## src/rtl/mem_port_arbiter.sv

```systemverilog
// Two-port (IF/DM) arbiter and MOV/MOC sequencer in front of ram256x8, with a MOC watchdog.
// Optional ROUND_ROBIN_EN: alternate grants on simultaneous requests; default is fixed DM-over-IF priority.
module mem_port_arbiter #(
  parameter int ADDR_W      = 32,
  parameter int DATA_W      = 32,
  parameter int MOC_TIMEOUT = 16
) (
  input  logic              CLK,
  input  logic              Reset,
  input  logic              IF_MOV,
  input  logic [ADDR_W-1:0] IF_Address,
  output logic              IF_MOC,
  output logic [DATA_W-1:0] IF_DataOut,
  input  logic              DM_MOV,
  input  logic              DM_ReadWrite,
  input  logic [2:0]        DM_MS_2_0,
  input  logic [DATA_W-1:0] DM_DataIn,
  input  logic [ADDR_W-1:0] DM_Address,
  output logic              DM_MOC,
  output logic [DATA_W-1:0] DM_DataOut,
  output logic              MOV,
  output logic              ReadWrite,
  output logic [2:0]        MS_2_0,
  output logic [DATA_W-1:0] DataIn,
  output logic [ADDR_W-1:0] Address,
  input  logic              MOC,
  input  logic [DATA_W-1:0] DataOut,
  output logic [1:0]        Grant,
  output logic              Timeout
);

  typedef enum logic [2:0] {ST_IDLE, ST_ISSUE, ST_WAIT, ST_DONE, ST_RELEASE} state_t;

  typedef struct packed {
    logic [ADDR_W-1:0] addr;
    logic              rw;
    logic [2:0]        ms;
    logic [DATA_W-1:0] data;
  } cmd_t;

  localparam logic [1:0] GNT_NONE = 2'b00;
  localparam logic [1:0] GNT_IF   = 2'b01;
  localparam logic [1:0] GNT_DM   = 2'b10;

  state_t            state_q, state_d;
  cmd_t              cmd_q, if_cmd, dm_cmd;
  logic [1:0]        grant_q;
  logic [7:0]        cnt_q;
  logic [8:0]        cnt_inc;
  logic              expire;
  logic              timeout_q;
  logic [DATA_W-1:0] if_dout_q, dm_dout_q;
  logic              any_req, pick_dm;

  always_comb begin
    if_cmd      = '0;
    if_cmd.addr = IF_Address;
    if_cmd.rw   = 1'b1;
    if_cmd.ms   = 3'b010;
    dm_cmd      = '0;
    dm_cmd.addr = DM_Address;
    dm_cmd.rw   = DM_ReadWrite;
    dm_cmd.ms   = DM_MS_2_0;
    dm_cmd.data = DM_DataIn;
  end

  assign any_req = IF_MOV | DM_MOV;

`ifdef ROUND_ROBIN_EN
  logic last_dm_q;
  // On a tie the port that did not win last time goes first.
  assign pick_dm = DM_MOV && (!IF_MOV || !last_dm_q);
`else
  assign pick_dm = DM_MOV;
`endif

  // Expiry is judged on the count this WAIT cycle completes; MOC in the same cycle still wins.
  assign cnt_inc = {1'b0, cnt_q} + 9'd1;
  assign expire  = (cnt_inc == 9'(MOC_TIMEOUT));

  always_comb begin
    state_d = state_q;
    case (state_q)
      ST_IDLE:    if (any_req) state_d = ST_ISSUE;
      ST_ISSUE:   state_d = ST_WAIT;
      ST_WAIT:    if (MOC || expire) state_d = ST_DONE;
      ST_DONE:    state_d = ST_RELEASE;
      ST_RELEASE: if (!MOC) state_d = ST_IDLE;
      default:    state_d = ST_IDLE;
    endcase
  end

  always_ff @(posedge CLK) begin
    if (Reset) begin
      state_q   <= ST_IDLE;
      grant_q   <= GNT_NONE;
      cmd_q     <= '0;
      cnt_q     <= '0;
      timeout_q <= 1'b0;
      if_dout_q <= '0;
      dm_dout_q <= '0;
`ifdef ROUND_ROBIN_EN
      last_dm_q <= 1'b1;
`endif
    end else begin
      state_q <= state_d;
      case (state_q)
        ST_IDLE: begin
          if (any_req) begin
            grant_q <= pick_dm ? GNT_DM : GNT_IF;
            cmd_q   <= pick_dm ? dm_cmd : if_cmd;
`ifdef ROUND_ROBIN_EN
            last_dm_q <= pick_dm;
`endif
          end
        end
        ST_ISSUE: cnt_q <= '0;
        ST_WAIT: begin
          cnt_q <= cnt_inc[7:0];
          if (MOC) begin
            if (cmd_q.rw) begin
              if (grant_q == GNT_IF) if_dout_q <= DataOut;
              else                   dm_dout_q <= DataOut;
            end
          end else if (expire) begin
            timeout_q <= 1'b1;
            if (grant_q == GNT_IF) if_dout_q <= '0;
            else                   dm_dout_q <= '0;
          end
        end
        ST_RELEASE: begin
          if (!MOC) grant_q <= GNT_NONE;
        end
        default: ;
      endcase
    end
  end

  assign MOV        = (state_q == ST_ISSUE) || (state_q == ST_WAIT);
  assign IF_MOC     = (state_q == ST_DONE) && (grant_q == GNT_IF);
  assign DM_MOC     = (state_q == ST_DONE) && (grant_q == GNT_DM);
  assign ReadWrite  = cmd_q.rw;
  assign MS_2_0     = cmd_q.ms;
  assign DataIn     = cmd_q.data;
  assign Address    = cmd_q.addr;
  assign Grant      = grant_q;
  assign Timeout    = timeout_q;
  assign IF_DataOut = if_dout_q;
  assign DM_DataOut = dm_dout_q;

  a_grant_onehot: assert property (@(posedge CLK) disable iff (Reset) $onehot0(Grant));
  a_mov_granted:  assert property (@(posedge CLK) disable iff (Reset) MOV |-> (Grant != GNT_NONE));

endmodule

```

## config.mk

```make
export PLATFORM = sky130hd
export DESIGN_NAME = mem_port_arbiter
export DESIGN_NICKNAME = d
export VERILOG_FILES = /design/src/rtl/mem_port_arbiter.sv
export SDC_FILE = /design/constraint.sdc
export NUM_CORES = 1
export LEC_CHECK = 0
export BUFFER_PORTS_ARGS = -buffer_cell sky130_fd_sc_hd__buf_2
export CAP_MARGIN = 0
export CORE_ASPECT_RATIO = 0.5
export CORE_MARGIN = 5
export CORE_UTILIZATION = 43
export DETAILED_ROUTE_END_ITERATION = 16
export GPL_ROUTABILITY_DRIVEN = 0
export PLACE_DENSITY = 0.86
export SLEW_MARGIN = 20
export SYNTH_ARGS = -nofsm -noshare
export SYNTH_HDL_FRONTEND = slang
export SYNTH_SLANG_ARGS = --single-unit
```

## constraint.sdc

```tcl
create_clock -name CLK -period 1.85 [get_ports CLK]
set_clock_uncertainty 0.2 [all_clocks]
set_input_delay 0.4625 -clock CLK [delete_from_list [all_inputs] [get_ports CLK]]
set_output_delay 0.4625 -clock CLK [all_outputs]
set_load 0.01 [all_outputs]
```

==> out/qor.yml, run 1 <==
async_flop_share_pct: 0
placed_cell_area_sq_mm: 0.00793
core.rowCount: 31
dr.pass1.iters: 5
grt_pass1_vias: 5986
fin_crit_sh_pct: 108
tritoncts: "built"
syn_inst: 675
synth_area_sq_mm: 0.00621
root_buffer: "clkbuf_16"
final_util_pct: 62.0
vias_per_cell: 5.34
ys.flop_type: "dfxtp_1"
worstPathCellList: "nand3b_1, nor3b_2, buf_2"
cp_top_family: "simple AND/OR/NAND/NOR gates"
clk_latency_ns: 0.40
numClockSinks: 146
yosysTopAreaCell: "dfxtp_1"
powerDensity_mw_per_mm2: 1010
stdcell_count: 1166
dieArea_sq_mm: 0.0171
required_ns: 1.19
synth_top_area_share_pct: 47.0
routed_wl_um: 19200
ctsLongestPathBuffers: 2
slew_violations: 0
synth_edf_count: 0
grt_max_degree: 58
finalNetCount: 1093
endpoint_kind: "primary output"
slew_headroom_pct: 69.7
gr-total-overflow: 0
initial_core_util_pct: 43.4
syn-num-nets: 813
rsz0062_at_grt: "yes"
final-setup-viol-count: 28
violations: "setup timing"
synth_commonest_cells: "dfxtp_1, nor2_1, nand2_1, o21ai_0, mux2_2"
htreeDepth: 4
cp_num_buf_inv: 1
grt_antenna_before_repair: 0
antenna_left: 0
fp.dieW_um: 180
ios: 275
grt_pass1_wl_um: 28300
yosysMostFrequentCell: "dfxtp_1"
numPortBuffers: 274
postSynthAreaPerCell_sq_um: 9.21
cts_buffers: 17
die_h_um: 95
crit_path_max_fanout: 3
placed_cells: 1115
worstPathArrival_ns: 1.33
critPathSlowestCell: "dfxtp_4"
wl_per_cell_um: 16.4
ir_worst_vdd_mv: 0.645
grtUsageTotal_pct: 19.8
syn_to_final_growth_pct: 42.8
final_hold_viol_count: 0
power.leakage_nw: 4.01
ys_ff_latch: 146
critical_path_class: "register to primary output"
status: "finished, violations left"
coreArea_sq_mm: 0.0143
ys_warn_count: 0
cap_violations: 0
dp_hpwl_um: 12900
critPathLaunchType: "register"
crit_path_max_incr_delay_ns: 0.34
fin_area_sq_mm: 0.00887
dr.first_iter.drc_count: 316
seq_area_frac_synth_pct: 47.0
finalWorstSetupSlack_ns: -0.145
synth_area_leaders: "dfxtp_1, mux2_2, mux2i_1, o21ai_0, nor2_1"
power.total_w: 0.00899
drive_gt1_share_pct: 46.1
final.min_clock_period_ns: 2.00
fmax_mhz: 501
ys_types: 43
fillerInstances: 1141
hold_buffers: 0
clk_pin_slew_ns: 0.06
n_antenna_cell: 0
drc: 0
hp-class: "input pin to register"
worst_slew_pin_slew_ns: 0.449
dr_total_vias: 6231
[sequential cells by signal (all words and copies together) (netlist names)]
name / count
DM_DataOut: 32
Address: 32
ReadWrite: 1
Grant: 2
state_q: 3
IF_DataOut: 32
DataIn: 32
cnt_q: 8
Timeout: 1
MS_2_0: 3
[per-stage QoR]
step	hold slack, ns	worst slack [ns]	TNS [ns]
detailed placement	0.264	-0.0301	-0.144
CTS	0.0992	-0.136	-0.488
floorplan	0.265	0.0409	0
global placement	0.259	0.0285	0
global route	0.109	-0.184	-3.02
finish	0.108	-0.145	-1.30
[power by group]
part	leakage [nW]	switching (W)	internal [W]
registers	1.20	0.000189	0.00347
clock network	0.262	0.00135	0.00189
logic	2.55	0.00114	0.000961
[final timing paths]
kind              cells after the start      startpoint  slack, ns        endpoint
hold reg to reg                       2  DM_DataOut[18]       0.27  DM_DataOut[18]
setup reg to reg                      6        cnt_q[5]      -0.07  IF_DataOut[11]
hold / removal                        3   DM_DataIn[10]       0.11      DataIn[10]
setup / recovery                      3      state_q[2]      -0.15          DM_MOC
[kinds of logic (layout without fill, tap and decap cells)]
kind of cell | count (synthesis) | after routing | synth area share [%]
AOI/OAI and AO/OA | 157 | 157 | 16.1
adders and majority gates | 1 | 1 | 0.201
muxes | 97 | 97 | 16.9
and+or+nand+nor | 210 | 210 | 15.3
buffers and inverters | 63 | 356 | 4.23
DFF | 146 | 146 | 47.0
xor gates and xnor gates | 1 | 1 | 0.141
[per-layer routing]
| layer | track usage (%) | vias up | wire [um] |
|---|---|---|---|
| li1 | - | 2995 | - |
| met1 | 22.5 | 2954 | 7800 |
| met2 | 36.4 | 234 | 9790 |
| met3 | 4.81 | 48 | 1100 |
| met4 | 8.17 | 0 | 468 |
| met5 | 0 | - | 0 |
[layout make-up]
type | count | area [sq um] | area share [%]
Clock buffer | 20 | 447 | 5.03
Clock inverter | 12 | 110 | 1.24
Inverter | 2 | 7.51 | 0.0846
Multi-Input combinational cell | 466 | 3120 | 35.2
Sequential cell | 146 | 2940 | 33.1
Tap cell | 198 | 248 | 2.79
Timing Repair Buffer | 322 | 2000 | 22.5
[worst min-delay path: stages]
cell and delay (ns):
buf_2 0.07, a22oi_1 0.06, nor2_1 0.07
[placed cells by master, fill, tap and decap left out, types with 20 or more instances in the layout]
master and count:
a211oi_1 34, a22oi_1 35, o21ai_0 20, buf_2 274, clkbuf_16 23, nor2_1 80, mux2i_1 33, nand4_1 34
mux2_2 60, dfxtp_1 139, nand2_1 72, o21ai_1 37, buf_4 24
[what timing repair did]
action / CTS / global route
endpoints found under the setup margin: 38 / 85
gates resized for setup: 10 / 76
gates cloned: 0 / 9
buffers inserted: 4 / 6
pin swaps: 2 / 20
No activity file was read; power rests on OpenSTA's default activity.
==> run 2: changes to the inputs <==
--- a/config.mk
+++ b/config.mk
@@ -9,10 +9,10 @@
 export CAP_MARGIN = 0
 export CORE_ASPECT_RATIO = 0.5
 export CORE_MARGIN = 5
-export CORE_UTILIZATION = 43
+export CORE_UTILIZATION = 35
 export DETAILED_ROUTE_END_ITERATION = 16
 export GPL_ROUTABILITY_DRIVEN = 0
-export PLACE_DENSITY = 0.86
+export PLACE_DENSITY = 0.74
 export SLEW_MARGIN = 20
 export SYNTH_ARGS = -nofsm -noshare
 export SYNTH_HDL_FRONTEND = slang
==> run 2 against run 1 <==
Effect of this change: the run still ends with setup timing left; non-clock buffer count grew 5; utilization shrank 8.9 points; critical path depth grew 1; global-route usage shrank 1.8 points; flip-flop and latch count is the same; cell count grew 3.3%; count of clock-buffer cells in the layout shrank 2; highest routed layer unchanged.
==> out/qor.yml, run 2 (synthesis results as in run 1) <==
vias_per_cell: 5.22  # was 5.34
stdcell_count: 1204  # was 1166
n_antenna_cell: 0  # unchanged
final-seq-area_sq_mm: 0.00294  # about the same
fp.dieW_um: 198  # was 180 um
ir_worst_vdd_mv: 0.728  # was 0.645 mV
final_util_pct: 53.1  # was 62.0%
final-setup-viol-count: 54  # was 28
slew_headroom_pct: 72.2  # was 69.7%
powerDensity_mw_per_mm2: 1010  # about the same
internal_power_w: 0.00655  # was 0.00632 W
drive_gt1_share_pct: 51.6  # was 46.1%
placed_cells: 1149  # was 1115
coreArea_sq_mm: 0.0174  # was 0.0143 sq mm
fmax_mhz: 496  # was 501 MHz
crit_path_max_fanout: 3  # unchanged
final.min_clock_period_ns: 2.02  # was 2.00 ns
antenna_left: 0  # unchanged
numPortBuffers: 274  # unchanged
fin_crit_sh_pct: 109  # was 108%
dieArea_sq_mm: 0.0207  # was 0.0171 sq mm
rsz0062_at_grt: "yes"  # unchanged
numClockSinks: 146  # unchanged
p_seq_share_pct: 39.4  # was 40.7%
dr.pass1.iters: 4  # was 5
status: "finished, violations left"  # unchanged
dr.first_iter.drc_count: 368  # was 316
multiInputGateArea_sq_mm: 0.00332  # was 0.00312 sq mm
finalWorstSetupSlack_ns: -0.166  # was -0.145 ns
endpoint_kind: "primary output"  # unchanged
sw_frac_of_total_pct: 29.4  # was 29.7%
syn_to_final_growth_pct: 48.6  # was 42.8%
critPathLaunchType: "register"  # unchanged
r2r_start: "cnt_q[5]"  # unchanged
routed_wl_um: 20700  # was 19200 um
grt_antenna_before_repair: 0  # unchanged
required_ns: 1.19  # about the same
wl_per_cell_um: 17.2  # was 16.4 um
fin_area_sq_mm: 0.00923  # was 0.00887 sq mm
cap_violations: 0  # unchanged
grt_max_degree: 82  # was 58
p_clk_share_pct: 35.3  # was 36.0%
grt_pass1_vias: 6133  # was 5986
worst_slew_pin_slew_ns: 0.411  # was 0.449 ns
final_common_cell: "buf_2"  # unchanged
cts_buffers: 17  # unchanged
clk_latency_ns: 0.41  # was 0.40 ns
violations: "setup timing"  # unchanged
critical_path_class: "register to primary output"  # unchanged
die_h_um: 104  # was 95 um
p_switching_w: 0.00273  # was 0.00267 W
grt_pass1_wl_um: 30800  # was 28300 um
worstPathArrival_ns: 1.35  # was 1.33 ns
grtUsageTotal_pct: 18.1  # was 19.8%
layout_common_cells: "buf_2, dfxtp_1, nor2_1, nand2_1, o21ai_2"  # was buf_2, dfxtp_1, nor2_1, nand2_1, mux2_2
tritoncts: "built"  # unchanged
crit_path_start: "state_q[2]"  # unchanged
hp-class: "input pin to register"  # unchanged
drc: 0  # unchanged
slew_violations: 0  # unchanged
dp_hpwl_um: 12900  # about the same
ios: 275  # unchanged
clk_pin_slew_ns: 0.06  # about the same
dr_total_vias: 6285  # was 6231
ctsLongestPathBuffers: 2  # unchanged
hp-start: "DM_DataIn[5]"  # was DM_DataIn[10]
initial_core_util_pct: 35.7  # was 43.4%
power_frac_comb_pct: 25.3  # was 23.4%
final_hold_viol_count: 0  # unchanged
gr-total-overflow: 0  # unchanged
htreeDepth: 4  # unchanged
power.leakage_nw: 4.17  # was 4.01 nW
core.rowCount: 34  # was 31
placed_cell_area_sq_mm: 0.00797  # was 0.00793 sq mm
finalNetCount: 1098  # was 1093
fillerInstances: 1576  # was 1141
root_buffer: "clkbuf_16"  # unchanged
## run 2: cell count changes in the layout (fill, tap and decap cells not counted), sizes merged
| cell | change |
|---|---|
| buf | +6 |
| clkinvlp | -1 |
| bufinv | +1 |
| clkbuf | -3 |
| inv | -1 |
## run 2: worst max-delay path, stage by stage, from the launching register on
cell and delay [ns]:
dfxtp_4 0.35, nand3b_1 0.21, buf_4 0.18, nor2_2 0.07, buf_2 0.15
## run 2: power groups by stage
stage,clock network [W],logic [W],registers [W]
floorplan,0,0.000926,0.00384
global placement,0,0.00186,0.00370
detailed placement,0,0.00189,0.00371
CTS,0.00336,0.00212,0.00365
global route,0.00351,0.00253,0.00369
finish,0.00328,0.00235,0.00366
## run 2: layout make-up
type                            count  share of cell area, %
Clock buffer                       18                   4.76
Sequential cell                   146                   31.8
Multi-Input combinational cell    466                   36.0
Inverter                            2                 0.0813
Clock inverter                     11                   1.26
Timing Repair Buffer              327                   22.9
Tap cell                          234                   3.17
## run 2: worst paths after layout
check / endpoint / slack, ns / cells past startpoint
hold reg to reg: Timeout / 0.28 / 2
hold / removal: DataIn[5] / 0.11 / 3
setup reg to reg: IF_DataOut[29] / -0.12 / 6
setup / recovery: IF_MOC / -0.17 / 4
## run 2: what timing repair did
action / 4_1_cts / 5_1_grt
endpoints found under the setup margin: 46 / 76
gates cloned: 5 / 5
buffers inserted: 14 / 6
gates resized for setup: 80 / 87
hold buffers: 0 / 0
pin swaps: 34 / 38
## run 2: per-stage QoR
step                      setup WS, ns  hold slack [ns]  TNS [ns]  total power [W]
after global placement          0.0701            0.258         0          0.00556
final                           -0.166            0.107     -3.14          0.00929
after detailed placement       0.00362            0.266         0          0.00561
after CTS                       -0.174           0.0875     -2.94          0.00913
after floorplan                 0.0409            0.265         0          0.00476
after global routing            -0.230           0.0882     -6.88          0.00974
## run 2: layer usage
metal | part of all wire, % | global-route usage, %
met5 | 0 | 0
met4 | 2.1 | 6.63
met3 | 5.3 | 3.75
met2 | 50 | 31.0
met1 | 42 | 22.4
==> run 3: changes to the inputs <==
--- a/config.mk
+++ b/config.mk
@@ -7,11 +7,10 @@
 export LEC_CHECK = 0
 export BUFFER_PORTS_ARGS = -buffer_cell sky130_fd_sc_hd__buf_2
 export CAP_MARGIN = 0
-export CORE_ASPECT_RATIO = 0.5
+export CORE_ASPECT_RATIO = 0.9
 export CORE_MARGIN = 5
 export CORE_UTILIZATION = 35
 export DETAILED_ROUTE_END_ITERATION = 16
-export GPL_ROUTABILITY_DRIVEN = 0
 export PLACE_DENSITY = 0.74
 export SLEW_MARGIN = 20
 export SYNTH_ARGS = -nofsm -noshare
==> run 3 against run 2 <==
Effect of this change: die area is 0.77% lower; setup slack worse by 0.040 ns; critical path depth did not move; non-clock buffer count rose by 4; global-route usage increased by 0.63 points; flip-flop and latch count is the same; the flow still finishes with violations (setup timing); sequential share of layout area up 0.52 points; largest cell class unchanged; critical endpoint is now DM_MOC; register-to-register slack improved by 0.16 ns.
==> out/qor.yml, run 3 (synthesis results as in run 1) <==
status: "finished, violations left"  # unchanged
violations: "setup timing"  # unchanged
htreeDepth: 4  # unchanged
finalWorstSetupSlack_ns: -0.206  # was -0.166 ns
coreArea_sq_mm: 0.0176  # was 0.0174 sq mm
internal_power_w: 0.00663  # was 0.00655 W
power.leakage_nw: 4.07  # was 4.17 nW
critical_path_class: "register to primary output"  # unchanged
place_congestion: 0.829
cp_top_family: "simple AND/OR/NAND/NOR gates"  # was flip-flops
dp_hpwl_um: 13700  # was 12900 um
hp-class: "input pin to register"  # unchanged
final_common_cell: "buf_2"  # unchanged
fp.dieW_um: 150  # was 198 um
placed_cell_area_sq_mm: 0.00796  # was 0.00797 sq mm
powerDensity_mw_per_mm2: 1050  # was 1010 mW/mm^2
critPathSlowestCell: "dfxtp_2"  # was dfxtp_4
dr.pass1.iters: 5  # was 4
n_antenna_cell: 0  # unchanged
grt_antenna_before_repair: 0  # unchanged
die_h_um: 136  # was 104 um
power.total_w: 0.00947  # was 0.00929 W
fin_crit_sh_pct: 111  # was 109%
gr-total-overflow: 0  # unchanged
routed_wl_um: 20900  # was 20700 um
sw_frac_of_total_pct: 30.0  # was 29.4%
cp_num_buf_inv: 2  # unchanged
dieArea_sq_mm: 0.0205  # was 0.0207 sq mm
dr.first_iter.drc_count: 302  # was 368
p_clk_share_pct: 37.1  # was 35.3%
drive_gt1_share_pct: 46.1  # was 51.6%
fmax_mhz: 486  # was 496 MHz
clk_latency_ns: 0.41  # about the same
wl_per_cell_um: 17.1  # was 17.2 um
ctsLongestPathBuffers: 2  # unchanged
required_ns: 1.19  # about the same
layout_common_cells: "buf_2, dfxtp_1, nor2_1, nand2_1, o21ai_0"  # was buf_2, dfxtp_1, nor2_1, nand2_1, o21ai_2
syn_to_final_growth_pct: 45.7  # was 48.6%
rsz0062_at_grt: "yes"  # unchanged
final.min_clock_period_ns: 2.06  # was 2.02 ns
core.rowCount: 46  # was 34
crit_path_max_incr_delay_ns: 0.33  # was 0.35 ns
p_seq_share_pct: 38.6  # was 39.4%
power_frac_comb_pct: 24.4  # was 25.3%
numPortBuffers: 274  # unchanged
worstPathCellList: "buf_6, nand3b_1, nor3b_2, buf_2"  # was nand3b_1, buf_4, nor2_2, buf_2
critPathLaunchType: "register"  # unchanged
grt_pass1_wl_um: 30400  # was 30800 um
endpoint_kind: "primary output"  # unchanged
clk_pin_slew_ns: 0.07  # was 0.06 ns
cts_buffers: 17  # unchanged
final-setup-viol-count: 3  # was 54
final_util_pct: 51.6  # was 53.1%
dr_total_vias: 6166  # was 6285
antenna_left: 0  # unchanged
slew_headroom_pct: 62.0  # was 72.2%
tritoncts: "built"  # unchanged
finalNetCount: 1102  # was 1098
initial_core_util_pct: 35.4  # was 35.7%
worst_slew_pin_slew_ns: 0.570  # was 0.411 ns
p_switching_w: 0.00284  # was 0.00273 W
dp_worst_setup_slack_ns: 0.0111  # was 0.00362 ns
cap_violations: 0  # unchanged
grt_pass1_vias: 5856  # was 6133
vias_per_cell: 5.07  # was 5.22
worstPathArrival_ns: 1.39  # was 1.35 ns
crit_path_max_fanout: 3  # unchanged
fin_area_sq_mm: 0.00905  # was 0.00923 sq mm
final_hold_viol_count: 0  # unchanged
ios: 275  # unchanged
grtUsageTotal_pct: 18.7  # was 18.1%
fillerInstances: 1596  # was 1576
ir_worst_vdd_mv: 0.606  # was 0.728 mV
hold_buffers: 0  # unchanged
numClockSinks: 146  # unchanged
drc: 0  # unchanged
grt_max_degree: 67  # was 82
slew_violations: 0  # unchanged
root_buffer: "clkbuf_16"  # unchanged
setup_tns_ns: -0.429  # was -3.14 ns
==> run 3: area by class of cell <==
| class | count | area (sq um) | area share, % |
|---|---|---|---|
| clock buffer | 19 | 453 | 5.00 |
| timing repair buffer | 331 | 2080 | 23.0 |
| multi-input combinational | 466 | 3130 | 34.5 |
| tap | 240 | 300 | 3.32 |
| clock inverter | 13 | 150 | 1.66 |
| inverter | 2 | 7.51 | 0.0830 |
| sequential | 146 | 2930 | 32.4 |
==> run 3: routing by layer <==
metal	part of all wire [%]	track usage, %	up-vias
met5	0	0	-
li1	-	-	3015
met4	1.6	6.15	0
met1	42	22.6	2888
met2	49	31.6	233
met3	7.7	5.77	30
==> run 3: power by group through the flow <==
| stage | registers, W | logic, W | clock network, W |
|---|---|---|---|
| CTS | 0.00365 | 0.00201 | 0.00357 |
| finish | 0.00365 | 0.00231 | 0.00351 |
| detailed placement | 0.00371 | 0.00190 | 0 |
| global route | 0.00369 | 0.00251 | 0.00372 |
| floorplan | 0.00384 | 0.000926 | 0 |
| global placement | 0.00370 | 0.00186 | 0 |
==> run 3: what timing repair did <==
item | 4_1_cts | 5_1_grt
pin swaps | 6 | 10
cloned | 2 | 9
gates resized for setup | 16 | 20
endpoints found under the setup margin | 5 | 135
buffers inserted | 14 | 6
==> run 3: through the flow <==
stage | instances | hold slack (ns)
floorplan | 675 | 0.265
global placement | 1158 | 0.259
finish | 1217 | 0.0828
detailed placement | 1158 | 0.260
global route | 1217 | 0.0798
CTS | 1206 | 0.0685
==> run 3: tightest hold or removal path: cells and delay by family <==
kind                   cells  cell delay (ns)
AOI/OAI and AO/OA          1             0.07
buffers and inverters      1             0.08
and+or+nand+nor            1             0.07
==> run 3: worst paths after layout <==
path / startpoint / endpoint / slack [ns] / depth (start not counted)
worst max-delay path: state_q[2] / DM_MOC / -0.21 / 4
worst min-delay path: DM_DataIn[24] / DataIn[24] / 0.08 / 3
worst min register to register: DM_DataOut[8] / DM_DataOut[8] / 0.27 / 2
worst max register to register: cnt_q[4] / IF_DataOut[4] / 0.04 / 6
